File: src/rtl/adder_carry_chain_pipe_if.sv
// Handshake bundle for the pipelined carry-chain tile: P/G/carry-in request side
// and sum/carry-out response side, each with its own valid/ready pair.
interface adder_carry_chain_pipe_if #(
    parameter int WIDTH = 8
);
    logic [WIDTH-1:0] adder_carry_p;
    logic [WIDTH-1:0] adder_carry_g;
    logic             adder_carry_cin;
    logic [1:0]       cin_mode;
    logic             in_valid;
    logic             in_ready;
    logic [WIDTH-1:0] adder_carry_sumout;
    logic             adder_carry_cout;
    logic             out_valid;
    logic             out_ready;

    modport master (
        output adder_carry_p, adder_carry_g, adder_carry_cin, cin_mode, in_valid, out_ready,
        input  in_ready, adder_carry_sumout, adder_carry_cout, out_valid
    );

    modport slave (
        input  adder_carry_p, adder_carry_g, adder_carry_cin, cin_mode, in_valid, out_ready,
        output in_ready, adder_carry_sumout, adder_carry_cout, out_valid
    );
endinterface

File: src/rtl/adder_carry_chain_pipe.sv
// WIDTH-bit P/G carry chain cut into SEG_BITS-wide register stages with
// valid/ready flow control and a selectable carry-in (incl. chained carry-out).
module adder_carry_chain_pipe #(
    parameter int WIDTH    = 8,
    parameter int SEG_BITS = 4
) (
    input logic clk,
    input logic reset_n,
    adder_carry_chain_pipe_if.slave bus
);
    localparam int STAGES = (WIDTH + SEG_BITS - 1) / SEG_BITS;

    typedef struct packed {
        logic [WIDTH-1:0] sum;
        logic             carry;
    } seg_t;

    logic [STAGES-1:0][WIDTH-1:0] stg_sum, stg_p, stg_g;
    logic [STAGES-1:0]            stg_c;
    logic [STAGES-1:0]            vld;
    logic [STAGES-1:0]            adv;

    logic [STAGES-1:0][WIDTH-1:0] src_sum, src_p, src_g;
    logic [STAGES-1:0]            src_c, src_v;
    seg_t [STAGES-1:0]            nxt;

    logic cc;
    logic c0;
    logic ready;
    logic accept;
    logic out_fire;
    logic full;

    // Resolve the bits of segment k, passing already-resolved sum bits through.
    function automatic seg_t resolve_seg(input logic [WIDTH-1:0] p, input logic [WIDTH-1:0] g,
                                         input logic [WIDTH-1:0] sum_in, input logic cin,
                                         input int k);
        seg_t r;
        logic c;
        r.sum = sum_in;
        c     = cin;
        for (int i = 0; i < WIDTH; i++) begin
            if (i / SEG_BITS == k) begin
                r.sum[i] = p[i] ^ c;
                c        = p[i] ? c : g[i];
            end
        end
        r.carry = c;
        return r;
    endfunction

    always_comb begin
        c0 = bus.adder_carry_cin;
        case (bus.cin_mode)
            2'd1:    c0 = 1'b0;
            2'd2:    c0 = 1'b1;
            2'd3:    c0 = cc;
            default: c0 = bus.adder_carry_cin;
        endcase
    end

    // A stage may load when it is empty or everything downstream can move.
    always_comb begin
        full = 1'b1;
        adv  = '0;
        for (int k = STAGES - 1; k >= 0; k--) begin
            full   = full & vld[k];
            adv[k] = !full || bus.out_ready;
        end
    end

    // Chained-carry transactions wait for an empty pipe so cc is up to date.
    assign ready    = reset_n && adv[0] && !(bus.cin_mode == 2'd3 && (|vld));
    assign accept   = bus.in_valid && ready;
    assign out_fire = vld[STAGES-1] && bus.out_ready;

    always_comb begin
        src_sum[0] = '0;
        src_p[0]   = bus.adder_carry_p;
        src_g[0]   = bus.adder_carry_g;
        src_c[0]   = c0;
        src_v[0]   = accept;
        for (int k = 1; k < STAGES; k++) begin
            src_sum[k] = stg_sum[k-1];
            src_p[k]   = stg_p[k-1];
            src_g[k]   = stg_g[k-1];
            src_c[k]   = stg_c[k-1];
            src_v[k]   = vld[k-1];
        end
    end

    always_comb begin
        for (int k = 0; k < STAGES; k++) begin
            nxt[k] = resolve_seg(src_p[k], src_g[k], src_sum[k], src_c[k], k);
        end
    end

    // Stage registers: stage k captures segment k; the last one is the output register.
    always_ff @(posedge clk) begin
        if (!reset_n) begin
            vld     <= '0;
            stg_sum <= '0;
            stg_p   <= '0;
            stg_g   <= '0;
            stg_c   <= '0;
            cc      <= 1'b0;
        end else begin
            if (out_fire) begin
                cc <= stg_c[STAGES-1];
            end
            for (int k = 0; k < STAGES; k++) begin
                if (adv[k]) begin
                    vld[k] <= src_v[k];
                    if (src_v[k]) begin
                        stg_sum[k] <= nxt[k].sum;
                        stg_p[k]   <= src_p[k];
                        stg_g[k]   <= src_g[k];
                        stg_c[k]   <= nxt[k].carry;
                    end
                end
            end
        end
    end

    assign bus.in_ready           = ready;
    assign bus.adder_carry_sumout = stg_sum[STAGES-1];
    assign bus.adder_carry_cout   = stg_c[STAGES-1];
    assign bus.out_valid          = vld[STAGES-1];
endmodule

File: src/flat_wrapper.sv
// flat-port wrapper written by rule: the top's interface ports become plain ports
module adder_carry_chain_pipe_flat 
#(
    parameter int WIDTH    = 8,
    parameter int SEG_BITS = 4
)
  (clk, reset_n, bus_adder_carry_p, bus_adder_carry_g, bus_adder_carry_cin, bus_cin_mode, bus_in_valid, bus_out_ready, bus_in_ready, bus_adder_carry_sumout, bus_adder_carry_cout, bus_out_valid);
  adder_carry_chain_pipe_if #(.WIDTH(WIDTH)) bus_i ();
  input logic clk;
  input logic reset_n;
  input wire logic [$bits(bus_i.adder_carry_p)-1:0] bus_adder_carry_p;
  input wire logic [$bits(bus_i.adder_carry_g)-1:0] bus_adder_carry_g;
  input wire logic [$bits(bus_i.adder_carry_cin)-1:0] bus_adder_carry_cin;
  input wire logic [$bits(bus_i.cin_mode)-1:0] bus_cin_mode;
  input wire logic [$bits(bus_i.in_valid)-1:0] bus_in_valid;
  input wire logic [$bits(bus_i.out_ready)-1:0] bus_out_ready;
  output wire logic [$bits(bus_i.in_ready)-1:0] bus_in_ready;
  output wire logic [$bits(bus_i.adder_carry_sumout)-1:0] bus_adder_carry_sumout;
  output wire logic [$bits(bus_i.adder_carry_cout)-1:0] bus_adder_carry_cout;
  output wire logic [$bits(bus_i.out_valid)-1:0] bus_out_valid;
  assign bus_i.adder_carry_p = bus_adder_carry_p;
  assign bus_i.adder_carry_g = bus_adder_carry_g;
  assign bus_i.adder_carry_cin = bus_adder_carry_cin;
  assign bus_i.cin_mode = bus_cin_mode;
  assign bus_i.in_valid = bus_in_valid;
  assign bus_i.out_ready = bus_out_ready;
  assign bus_in_ready = bus_i.in_ready;
  assign bus_adder_carry_sumout = bus_i.adder_carry_sumout;
  assign bus_adder_carry_cout = bus_i.adder_carry_cout;
  assign bus_out_valid = bus_i.out_valid;
  adder_carry_chain_pipe #(.WIDTH(WIDTH), .SEG_BITS(SEG_BITS)) u_core (.clk(clk), .reset_n(reset_n), .bus(bus_i));
endmodule
File: config.mk
export PLATFORM = sky130hd
export DESIGN_NAME = adder_carry_chain_pipe_flat
export DESIGN_NICKNAME = d
export VERILOG_FILES = /design/src/rtl/adder_carry_chain_pipe_if.sv /design/src/rtl/adder_carry_chain_pipe.sv /design/src/flat_wrapper.sv
export SDC_FILE = /design/constraint.sdc
export NUM_CORES = 1
export LEC_CHECK = 0
export CAP_MARGIN = 25
export CORE_MARGIN = 2
export CORE_UTILIZATION = 46
export CTS_CLUSTER_DIAMETER = 40
export DETAILED_ROUTE_END_ITERATION = 16
export PLACE_DENSITY = 0.83
export RECOVER_POWER = 50
export SYNTH_ARGS = -nofsm -noshare
export SYNTH_HDL_FRONTEND = slang
export SYNTH_SLANG_ARGS = --single-unit
export TNS_END_PERCENT = 100
File: constraint.sdc
create_clock -name clk -period 1.6 [get_ports clk]
set_input_delay 0.24 -clock clk [delete_from_list [all_inputs] [get_ports clk]]
set_output_delay 0.24 -clock clk [all_outputs]
set_load 0.02 [all_outputs]
==> run_results.csv, run 1 <==
group,metric,value,unit
clock_network,cts_max_level,1,
finish,area_delta_synth_final,43.68,%
placed_design,dp.cells,217,
placed_design,dpl.hpwl,2259,um
logic_synthesis,ys_top_cells_by_area,"dfxtp_1 (44%), a21oi_1 (8.7%), o21ai_0 (6.1%)",
setup_path,critPathRequiredTime,1360,ps
logic_synthesis,synth_flop_cell,"dfxtp_1",
sta,max-slew-margin-rel,72.43,%
hold_path,worstHoldPathType,"flip-flop to flip-flop",
setup_path,path_cells,"clkdlybuf4s50_1, and2_1, o21ai_2, and3_1, buf_4",
detailed_routing,ant_nets,0,
clock_network,clkSlewWorstSetupHoldPaths,130,ps
detailed_routing,drtPass1Iterations,4,
setup_path,path_delay_family,"buffers and inverters",
floorplanning,start_util,47.66,%
global_routing,grt_pass1_wl,4374,um
clock_network,clock_sinks,25,
detailed_routing,via_per_inst,5.430,
setup_path,slowest_delay,420,ps
power,p_leak,0.0006232,uW
power,vdd_drop_max,0.0005068,V
logic_synthesis,ys_ff_latch,25,
floorplanning,core.rowCount,18,
sta,skew,5.731,ps
clock_network,tritoncts,"yes",
logic_synthesis,syn_avg_cell_area,8.089,um2
finish,antenna_cells,0,
sta,finalCritPeriodShare,97.45,%
setup_path,start_kind,"input pin",
sta,drv_slew,0,
setup_path,crit_path_end_kind,"primary output",
power,seq_power_share,57.0,%
setup_path,critical_path_arrival,1320,ps
clock_network,clock_path_buffers,2,
logic_synthesis,syn-num-nets,165,
setup_path,rrSetupSlack,150,ps
global_routing,use_met2,39.02,%
clock_network,post_cts_buffers,0,
floorplanning,die_y,53.97,um
global_routing,use_met3,2.778,%
finish,fin_nets,215,
outcome,outcome,"complete, no violations",
power,p_comb_share,20.0,%
logic_synthesis,synth_cell_types,31,
logic_synthesis,synthArstFlopShare,0,%
power,power_frac_clock,23.0,%
clock_network,cts_inserted_buffers,3,
sta,worst_pin_slew,403.1,ps
logic_synthesis,yosysWarnings,0,
setup_path,critPathBufInv,2,
logic_synthesis,synthTopCellsByCount,"dfxtp_1 (25), a21oi_1 (20), nand2_1 (14), o21ai_0 (14), nor2_1 (11)",
sta,fmax,641.3,MHz
floorplanning,coreArea,2410,um2
power,power_density,714.5,nW/um2
detailed_routing,wl,2745,um
placed_design,portBuffers,33,
finish,instances_no_fill,221,
detailed_routing,num_vias,1200,
global_routing,grt_use_met1,23.34,%
logic_synthesis,syn-instance-count,142,
setup_path,cp_max_fo,2,
detailed_routing,drtIter0Drc,23,
global_routing,grt_max_degree,20,
logic_synthesis,syn_area,1149,um2
floorplanning,io_pins,34,
clock_network,clock_tree.root_cell,"clkbuf_4",
finish,nFillCells,191,
sta,rsz0062_at_grt,"false",
logic_synthesis,yosys.cell_count.top_type,"dfxtp_1",
setup_path,critPathKind,"input pin to primary output",
sta,fin_setup_tns,0,ps
logic_synthesis,yosysTopAreaCell,"dfxtp_1",
finish,drive_gt1_share,13.61,%
power,p_int,876.3,uW
sta,period_needed,1559,ps
clock_network,worst_skew_pair.late_latency,310,ps
floorplanning,dieArea,2913,um2
sta,hold_violations,0,
floorplanning,die_w,53.97,um
sta,finalSetupViolCount,0,
power,p_sw,302.9,uW
global_routing,grt.overflow.total,0,
global_routing,antenna_found_initial,0,
placed_design,gp_congestion,0.7698,
detailed_routing,wl_per_cell,12.42,um
detailed_routing,drc,0,
setup_path,slowest_stage,"clkdlybuf4s50_1",
logic_synthesis,synth.top_cell.area_share,43.57,%
logic_synthesis,seq_area_frac_synth,43.57,%
global_routing,track_usage,20.67,%
power,switching_share,25.68,%
flow_run,drv_cap,0,
logic_synthesis,synth_edf_count,0,
global_routing,busiest_layer,"met2",
global_routing,grt_pass1_vias,1088,
timing repair:
action | in CTS | in global routing
cloned | 0 | 0
resized for setup | 6 | 2
endpoints found under the setup margin | 2 | 2
hold buffers | 0 | 0
flip-flops by register name, summed over array words and instances, names as in the netlist:
register,cells
u_core.nxt,4
u_core.stg_c,2
u_core.src_g,4
u_core.src_p,4
u_core.cc,1
u_core.vld,2
u_core.bus.adder_carry_sumout,8
worst paths after layout:
| check | startpoint | cells past startpoint | to |
|---|---|---|---|
| max reg2reg | u_core.vld[1]$_SDFFE_PN0N_ | 7 | u_core.src_p[15]$_SDFFE_PN0P_ |
| max | bus_cin_mode[1] | 5 | bus_in_ready |
| min reg2reg | u_core.bus.adder_carry_sumout[3]$_SDFFE_PN0P_ | 2 | u_core.bus.adder_carry_sumout[3]$_SDFFE_PN0P_ |
| min | u_core.bus.adder_carry_sumout[3]$_SDFFE_PN0P_ | 2 | u_core.bus.adder_carry_sumout[3]$_SDFFE_PN0P_ |
kinds of logic (layout without fill, tap and decap cells):
| logic type | after synthesis | in the layout | synth area share, % |
|---|---|---|---|
| DFF | 25 | 25 | 43.57 |
| AOI/OAI and AO/OA | 54 | 54 | 28.43 |
| buffers and inverters | 9 | 58 | 3.376 |
| xor gates and xnor gates | 5 | 5 | 3.812 |
| and+or+nand+nor | 47 | 47 | 19.06 |
| muxes | 2 | 2 | 1.743 |
through the flow:
step	util (%)	total power (uW)	hold slack, ps	setup slack (ps)	area, um2
6_report	68.48	1179	463.4	40.78	1650
5_1_grt	68.48	1228	486.3	2.212	1650
4_1_cts	68.74	1188	467.9	28.85	1657
3_5_place_dp	67.71	925.8	449.3	-432.6	1632
3_3_place_gp	67.71	916.2	441.2	-371.7	1632
2_1_floorplan	-	792.0	387.7	105.9	1149
worst register-to-register path, cell delays in order (launching register included):
cell and delay, ps:
dfxtp_1 350, clkbuf_1 180, nand3_1 110, clkbuf_4 150, and3_1 210, clkbuf_2 180, nand3_1 110, a21oi_1 60
cell type report:
type                    count  area (um2)  share of cell area, %
multi-input cells         108       613.1                  37.15
flip-flops and latches     25       500.5                  30.33
repair buffers             53       467.9                  28.35
well taps                  30       37.54                  2.274
clock buffers               3       22.52                  1.365
clock inverters             1       5.005                 0.3033
inverters                   1       3.754                 0.2274
cell usage in the layout (no fill, tap or decap), types with 3 or more instances in the layout:
cell type,synthesis,routed
clkdlybuf4s50_1,0,30
dfxtp_1,25,25
a21oi_1,20,20
buf_4,0,16
nand2_1,14,14
o21ai_0,14,14
nor2_1,11,11
nand3_1,10,10
and3_1,5,5
xnor2_1,5,5
clkbuf_4,0,5
nand2b_1,3,3
o211ai_1,3,3
power by group through the flow:
stage | sequential (uW) | combinational, uW | clock [uW]
after floorplan | 690 | 102 | 0
after global placement | 684 | 232 | 0
after detailed placement | 685 | 241 | 0
after CTS | 671 | 240 | 277
after global routing | 675 | 258 | 295
final | 672 | 236 | 271
metal layers:
metal	wire length, um	share of wire [%]
met1	1133	41
met2	1481	54
met3	102	3.7
met4	27	0.98
met5	0	0
(Power assumes the default switching activity.)
==> run 2: changes to the inputs <==
--- a/config.mk
+++ b/config.mk
@@ -10,6 +10,7 @@
 export CORE_UTILIZATION = 46
 export CTS_CLUSTER_DIAMETER = 40
 export DETAILED_ROUTE_END_ITERATION = 16
+export GPL_TIMING_DRIVEN = 0
 export PLACE_DENSITY = 0.83
 export RECOVER_POWER = 50
 export SYNTH_ARGS = -nofsm -noshare
==> run 2 against run 1 <==
Net effect:
- clock power rose by 2%
- worst setup slack improved by 8.7 ps
- register-to-register slack lost 30 ps
- combinational power fell by 7%
- via count decreased by 0.83%
- total power fell by 0.64%
- utilization down 2.8 points
- global-route usage increased by 0.24 points
- clock skew shrank 3.6 ps
==> run_results.csv, run 2 (same netlist as run 1, synthesis figures left out) <==
group,metric,value,unit
detailed_routing,via_per_inst,5.613,
finish,area_delta_synth_final,37.91,%
floorplanning,coreArea,2410,um2
sta,finalCritPeriodShare,96.91,%
setup_path,crit_path_end_kind,"primary output",
finish,instances_no_fill,212,
power,power_frac_clock,23.6,%
hold_path,worstHoldPathType,"flip-flop to flip-flop",
power,vdd_drop_max,0.0006138,V
sta,rsz0062_at_grt,"false",
clock_network,clock_tree.root_cell,"clkbuf_4",
clock_network,cts_inserted_buffers,3,
setup_path,critical_path_arrival,1310,ps
finish,largest_reg_flops,8,
clock_network,clkSlewWorstSetupHoldPaths,130,ps
sta,drv_slew,0,
finish,fin_nets,206,
power,p_int,864.5,uW
finish,multi_input_area,635.6,um2
global_routing,antenna_found_initial,0,
setup_path,cp_max_fo,10,
outcome,outcome,"complete, no violations",
power,total_power,1172,uW
floorplanning,dieArea,2913,um2
placed_design,place_ws,-796.0,ps
detailed_routing,num_vias,1190,
detailed_routing,drtIter0Drc,28,
floorplanning,io_pins,34,
power,seq_power_share,57.6,%
power,switching_share,26.21,%
sta,skew,2.110,ps
placed_design,gp_congestion,0.8025,
global_routing,track_usage,20.91,%
floorplanning,die_y,53.97,um
clock_network,worst_skew_pair.late_latency,310,ps
clock_network,clock_path_buffers,2,
sta,max-slew-margin-rel,72.01,%
clock_network,tritoncts,"yes",
placed_design,dpl.hpwl,2112,um
sta,finalSetupViolCount,0,
finish,register_area,501.7,um2
detailed_routing,wl,2852,um
power,p_sw,307.1,uW
clock_network,clock_sinks,25,
clock_network,cts_max_level,1,
sta,fin_setup_tns,0,ps
setup_path,critPathKind,"input pin to primary output",
power,p_comb_share,18.8,%
sta,fmax,644.9,MHz
floorplanning,core.rowCount,18,
finish,final_common_cell,"clkdlybuf4s50_1",
finish,drive_gt1_share,9.341,%
global_routing,grt.overflow.total,0,
power,power_density,739.7,nW/um2
flow_run,drv_cap,0,
detailed_routing,ant_nets,0,
setup_path,critPathRequiredTime,1360,ps
setup_path,start_kind,"input pin",
global_routing,grt_pass1_vias,1065,
global_routing,grt_max_degree,14,
global_routing,grt_pass1_wl,4457,um
detailed_routing,drtPass1Iterations,4,
finish,nFillCells,201,
sta,worst_pin_slew,419.8,ps
power,p_leak,0.0005696,uW
sta,worst_slack,49.43,ps
floorplanning,die_w,53.97,um
placed_design,dp.cells,205,
floorplanning,start_util,47.66,%
placed_design,portBuffers,33,
detailed_routing,drc,0,
finish,final_cell_mix,"clkdlybuf4s50_1 (28), dfxtp_1 (24), a21oi_1 (20)",
detailed_routing,wl_per_cell,13.45,um
finish,antenna_cells,0,
sta,period_needed,1551,ps
sta,hold_violations,0,
run 2: cell count changes in the layout (fill, tap and decap cells not counted), sizes merged:
cell           delta
buf               -9
clkbuf            +2
clkdlybuf4s50     -2
clkinv            -1
dlygate4sd2       +2
dlygate4sd3       -1
run 2: worst paths after layout:
check	from	to	slack, ps	depth (start not counted)
setup / recovery	reset_n	bus_in_ready	50	4
hold / removal	u_core.bus.adder_carry_sumout[3]$_SDFFE_PN0P_	u_core.bus.adder_carry_sumout[3]$_SDFFE_PN0P_	470	2
setup reg to reg	u_core.vld[1]$_SDFFE_PN0N_	u_core.nxt[12]$_SDFFE_PN0P_	120	5
hold reg to reg	u_core.bus.adder_carry_sumout[3]$_SDFFE_PN0P_	u_core.bus.adder_carry_sumout[3]$_SDFFE_PN0P_	470	2
run 2: critical path: stages:
cell and delay (ps):
clkdlybuf4s50_1 500, clkbuf_2 240, and3_4 220, buf_6 110
run 2: through the flow:
stage | instance area (um2) | hold WS, ps | utilization [%]
after floorplan | 1149 | 387.7 | -
final | 1584 | 468.0 | 65.73
after global routing | 1584 | 477.5 | 65.73
after global placement | 1516 | 441.1 | 62.93
after CTS | 1589 | 465.9 | 65.94
after detailed placement | 1516 | 455.2 | 62.93
run 2: power by group through the flow:
stage,Clock (uW),Combinational [uW],Sequential (uW)
2_1_floorplan,0,102,690
3_3_place_gp,0,205,685
3_5_place_dp,0,211,687
4_1_cts,279,216,673
5_1_grt,307,240,677
6_report,277,220,675
run 2: layout make-up:
class / instances / area share [%]
Tap cell: 30 / 2.370
Sequential cell: 25 / 31.67
Multi-Input combinational cell: 108 / 40.13
Inverter: 1 / 0.2370
Clock buffer: 4 / 1.659
Timing Repair Buffer: 37 / 21.96
Buffer: 7 / 1.975
run 2: routing by layer:
layer,track usage [%],part of all wire (%),wire length [um],vias up
li1,-,-,-,597
met1,24.37,42,1190,545
met2,37.80,52,1478,42
met3,2.778,4.7,134,6
met4,9.167,1.7,49,0
met5,0,0,0,-
run 2: timing repair:
item                                    4_1_cts  5_1_grt
hold buffers                                  0        0
pin swaps                                     1        1
gates resized for setup                      16        4
setup buffers                                 4        0
endpoints found under the setup margin        1        2
==> run 3: changes to the inputs <==
==> constraint.sdc (replaced) <==
create_clock -name clk -period 1.7 [get_ports clk]
set_input_delay 0.255 -clock clk [delete_from_list [all_inputs] [get_ports clk]]
set_output_delay 0.255 -clock clk [all_outputs]
set_load 0.02 [all_outputs]
==> run 3 against run 2 <==
Net effect:
- cell count increased by 0.94%
- routed wire length is 1.9% higher
- non-clock buffer count up 2
- critical path depth increased by 1
- design area rose by 2.2%
- global-route usage up 0.23 points
- critical endpoint unchanged
- largest cell class unchanged
- largest power group unchanged
- highest routed layer unchanged
==> run_results.csv, run 3 (same netlist as run 1, synthesis figures left out) <==
group,metric,value,unit
outcome,outcome,"complete, no violations",
detailed_routing,wl,2906,um
sta,fmax,604.8,MHz
flow_run,drv_cap,0,
global_routing,grt.overflow.total,0,
clock_network,clock_sinks,25,
setup_path,slowest_delay,380,ps
detailed_routing,drtIter0Drc,23,
sta,hold_violations,0,
placed_design,gp_congestion,0.8025,
global_routing,track_usage,21.14,%
sta,max-slew-margin-rel,72.63,%
clock_network,worst_skew_pair.late_latency,310,ps
finish,largest_reg_flops,8,
setup_path,slowest_stage,"dfxtp_4",
floorplanning,start_util,47.66,%
floorplanning,die_w,53.97,um
finish,fin_nets,208,
detailed_routing,wl_per_cell,13.58,um
placed_design,dpl.hpwl,2112,um
finish,antenna_cells,0,
finish,drive_gt1_share,10.87,%
finish,instances_no_fill,214,
setup_path,path_cells,"nor2b_4, o21ai_4, buf_6, and3_4, buf_6",
setup_path,crit_path_end_kind,"primary output",
floorplanning,coreArea,2410,um2
finish,area_delta_synth_final,40.96,%
global_routing,grt_pass1_vias,1052,
finish,final_common_cell,"clkdlybuf4s50_1",
sta,finalSetupViolCount,0,
finish,final_cell_mix,"clkdlybuf4s50_1 (29), dfxtp_1 (24), a21oi_1 (20)",
finish,stdcell_area,1619,um2
global_routing,grt_max_degree,14,
power,total_power,1104,uW
sta,finalCritPeriodShare,97.25,%
setup_path,cp_max_fo,4,
setup_path,start_kind,"flip-flop",
clock_network,cts_hold_buf,0,
clock_network,clock_path_buffers,2,
clock_network,cts_inserted_buffers,3,
placed_design,portBuffers,33,
power,p_leak,0.0005952,uW
sta,skew,10.77,ps
clock_network,tritoncts,"yes",
setup_path,critPathKind,"flip-flop to primary output",
power,power_density,681.7,nW/um2
hold_path,worstHoldPathType,"input pin to flip-flop",
sta,worst_pin_slew,400.2,ps
global_routing,antenna_found_initial,0,
detailed_routing,drc,0,
setup_path,critical_path_arrival,1400,ps
setup_path,path_common_cell,"buf_6",
global_routing,grt_pass1_wl,4478,um
floorplanning,core.rowCount,18,
detailed_routing,via_per_inst,5.500,
setup_path,critPathRequiredTime,1440,ps
floorplanning,io_pins,34,
floorplanning,dieArea,2913,um2
detailed_routing,num_vias,1177,
clock_network,clkSlewWorstSetupHoldPaths,140,ps
power,vdd_drop_max,0.0005697,V
detailed_routing,ant_nets,0,
clock_network,clock_tree.root_cell,"clkbuf_4",
floorplanning,die_y,53.97,um
placed_design,dp.cells,205,
sta,rsz0062_at_grt,"true",
clock_network,cts_max_level,1,
sta,period_needed,1653,ps
detailed_routing,drtPass1Iterations,4,
placed_design,place_area,1516,um2
sta,drv_slew,0,
-- run 3: changes by cell type in the layout (fill, tap and decap cells not counted), sizes merged --
cell	previous run	this run
dlygate4sd2	3	2
dlymetal6s2s	0	1
clkbuf	10	7
clkdlybuf4s50	28	29
buf	7	11
-- run 3: where the power goes --
group	switching, uW	leakage (uW)	internal, uW
Clock	168	0.0000150	91.5
Combinational	99.1	0.000375	111
Sequential	21.7	0.000205	612
Total	288	0.000595	815
-- run 3: final cells by class --
cell class,instances,area (um2)
Clock buffer,4,26.28
Tap cell,30,37.54
Fill cell,190,790.8
Multi-Input combinational cell,108,635.6
Sequential cell,25,504.2
Timing Repair Buffer,38,369.1
Buffer,8,42.54
Inverter,1,3.754
-- run 3: repair_timing --
action,in CTS,in global routing
endpoints found under the setup margin,1,1
setup buffers,2,3
pin swaps,1,1
hold endpoints to repair,0,0
gates resized for setup,14,6
-- run 3: metal layers --
| metal | vias to the layer above | share of wire (%) | GRT usage, % |
|---|---|---|---|
| met5 | - | 0 | 0 |
| met4 | 0 | 1.2 | 9.167 |
| met3 | 4 | 3.4 | 2.778 |
| met2 | 33 | 51 | 37.80 |
| met1 | 543 | 44 | 25.04 |
| li1 | 597 | - | - |
-- run 3: worst paths after layout --
path	from	end	slack [ps]	depth (start not counted)
setup / recovery	u_core.vld[1]$_SDFFE_PN0N_	bus_in_ready	50	5
setup reg to reg	u_core.vld[1]$_SDFFE_PN0N_	u_core.nxt[12]$_SDFFE_PN0P_	80	6
hold / removal	bus_out_ready	u_core.vld[0]$_SDFFE_PN0N_	450	4
hold reg to reg	u_core.bus.adder_carry_sumout[3]$_SDFFE_PN0P_	u_core.bus.adder_carry_sumout[3]$_SDFFE_PN0P_	470	2
-- run 3: through the flow --
stage	worst slack (ps)	TNS (ps)	hold WS [ps]	util, %
after floorplan	190.9	0	402.7	-
after global placement	-694.6	-2313	441.1	62.93
after detailed placement	-726.0	-3467	455.2	62.93
after CTS	30.86	0	424.8	65.26
after global routing	-21.24	-21.24	481.2	67.19
final	46.69	0	449.1	67.19
-- run 3: worst max-delay path: cells and delay by family (launching register included) --
family | cells | cell delay, ps
compound gates | 1 | 80
buf+inv | 2 | 250
flops | 1 | 380
simple gates | 2 | 380
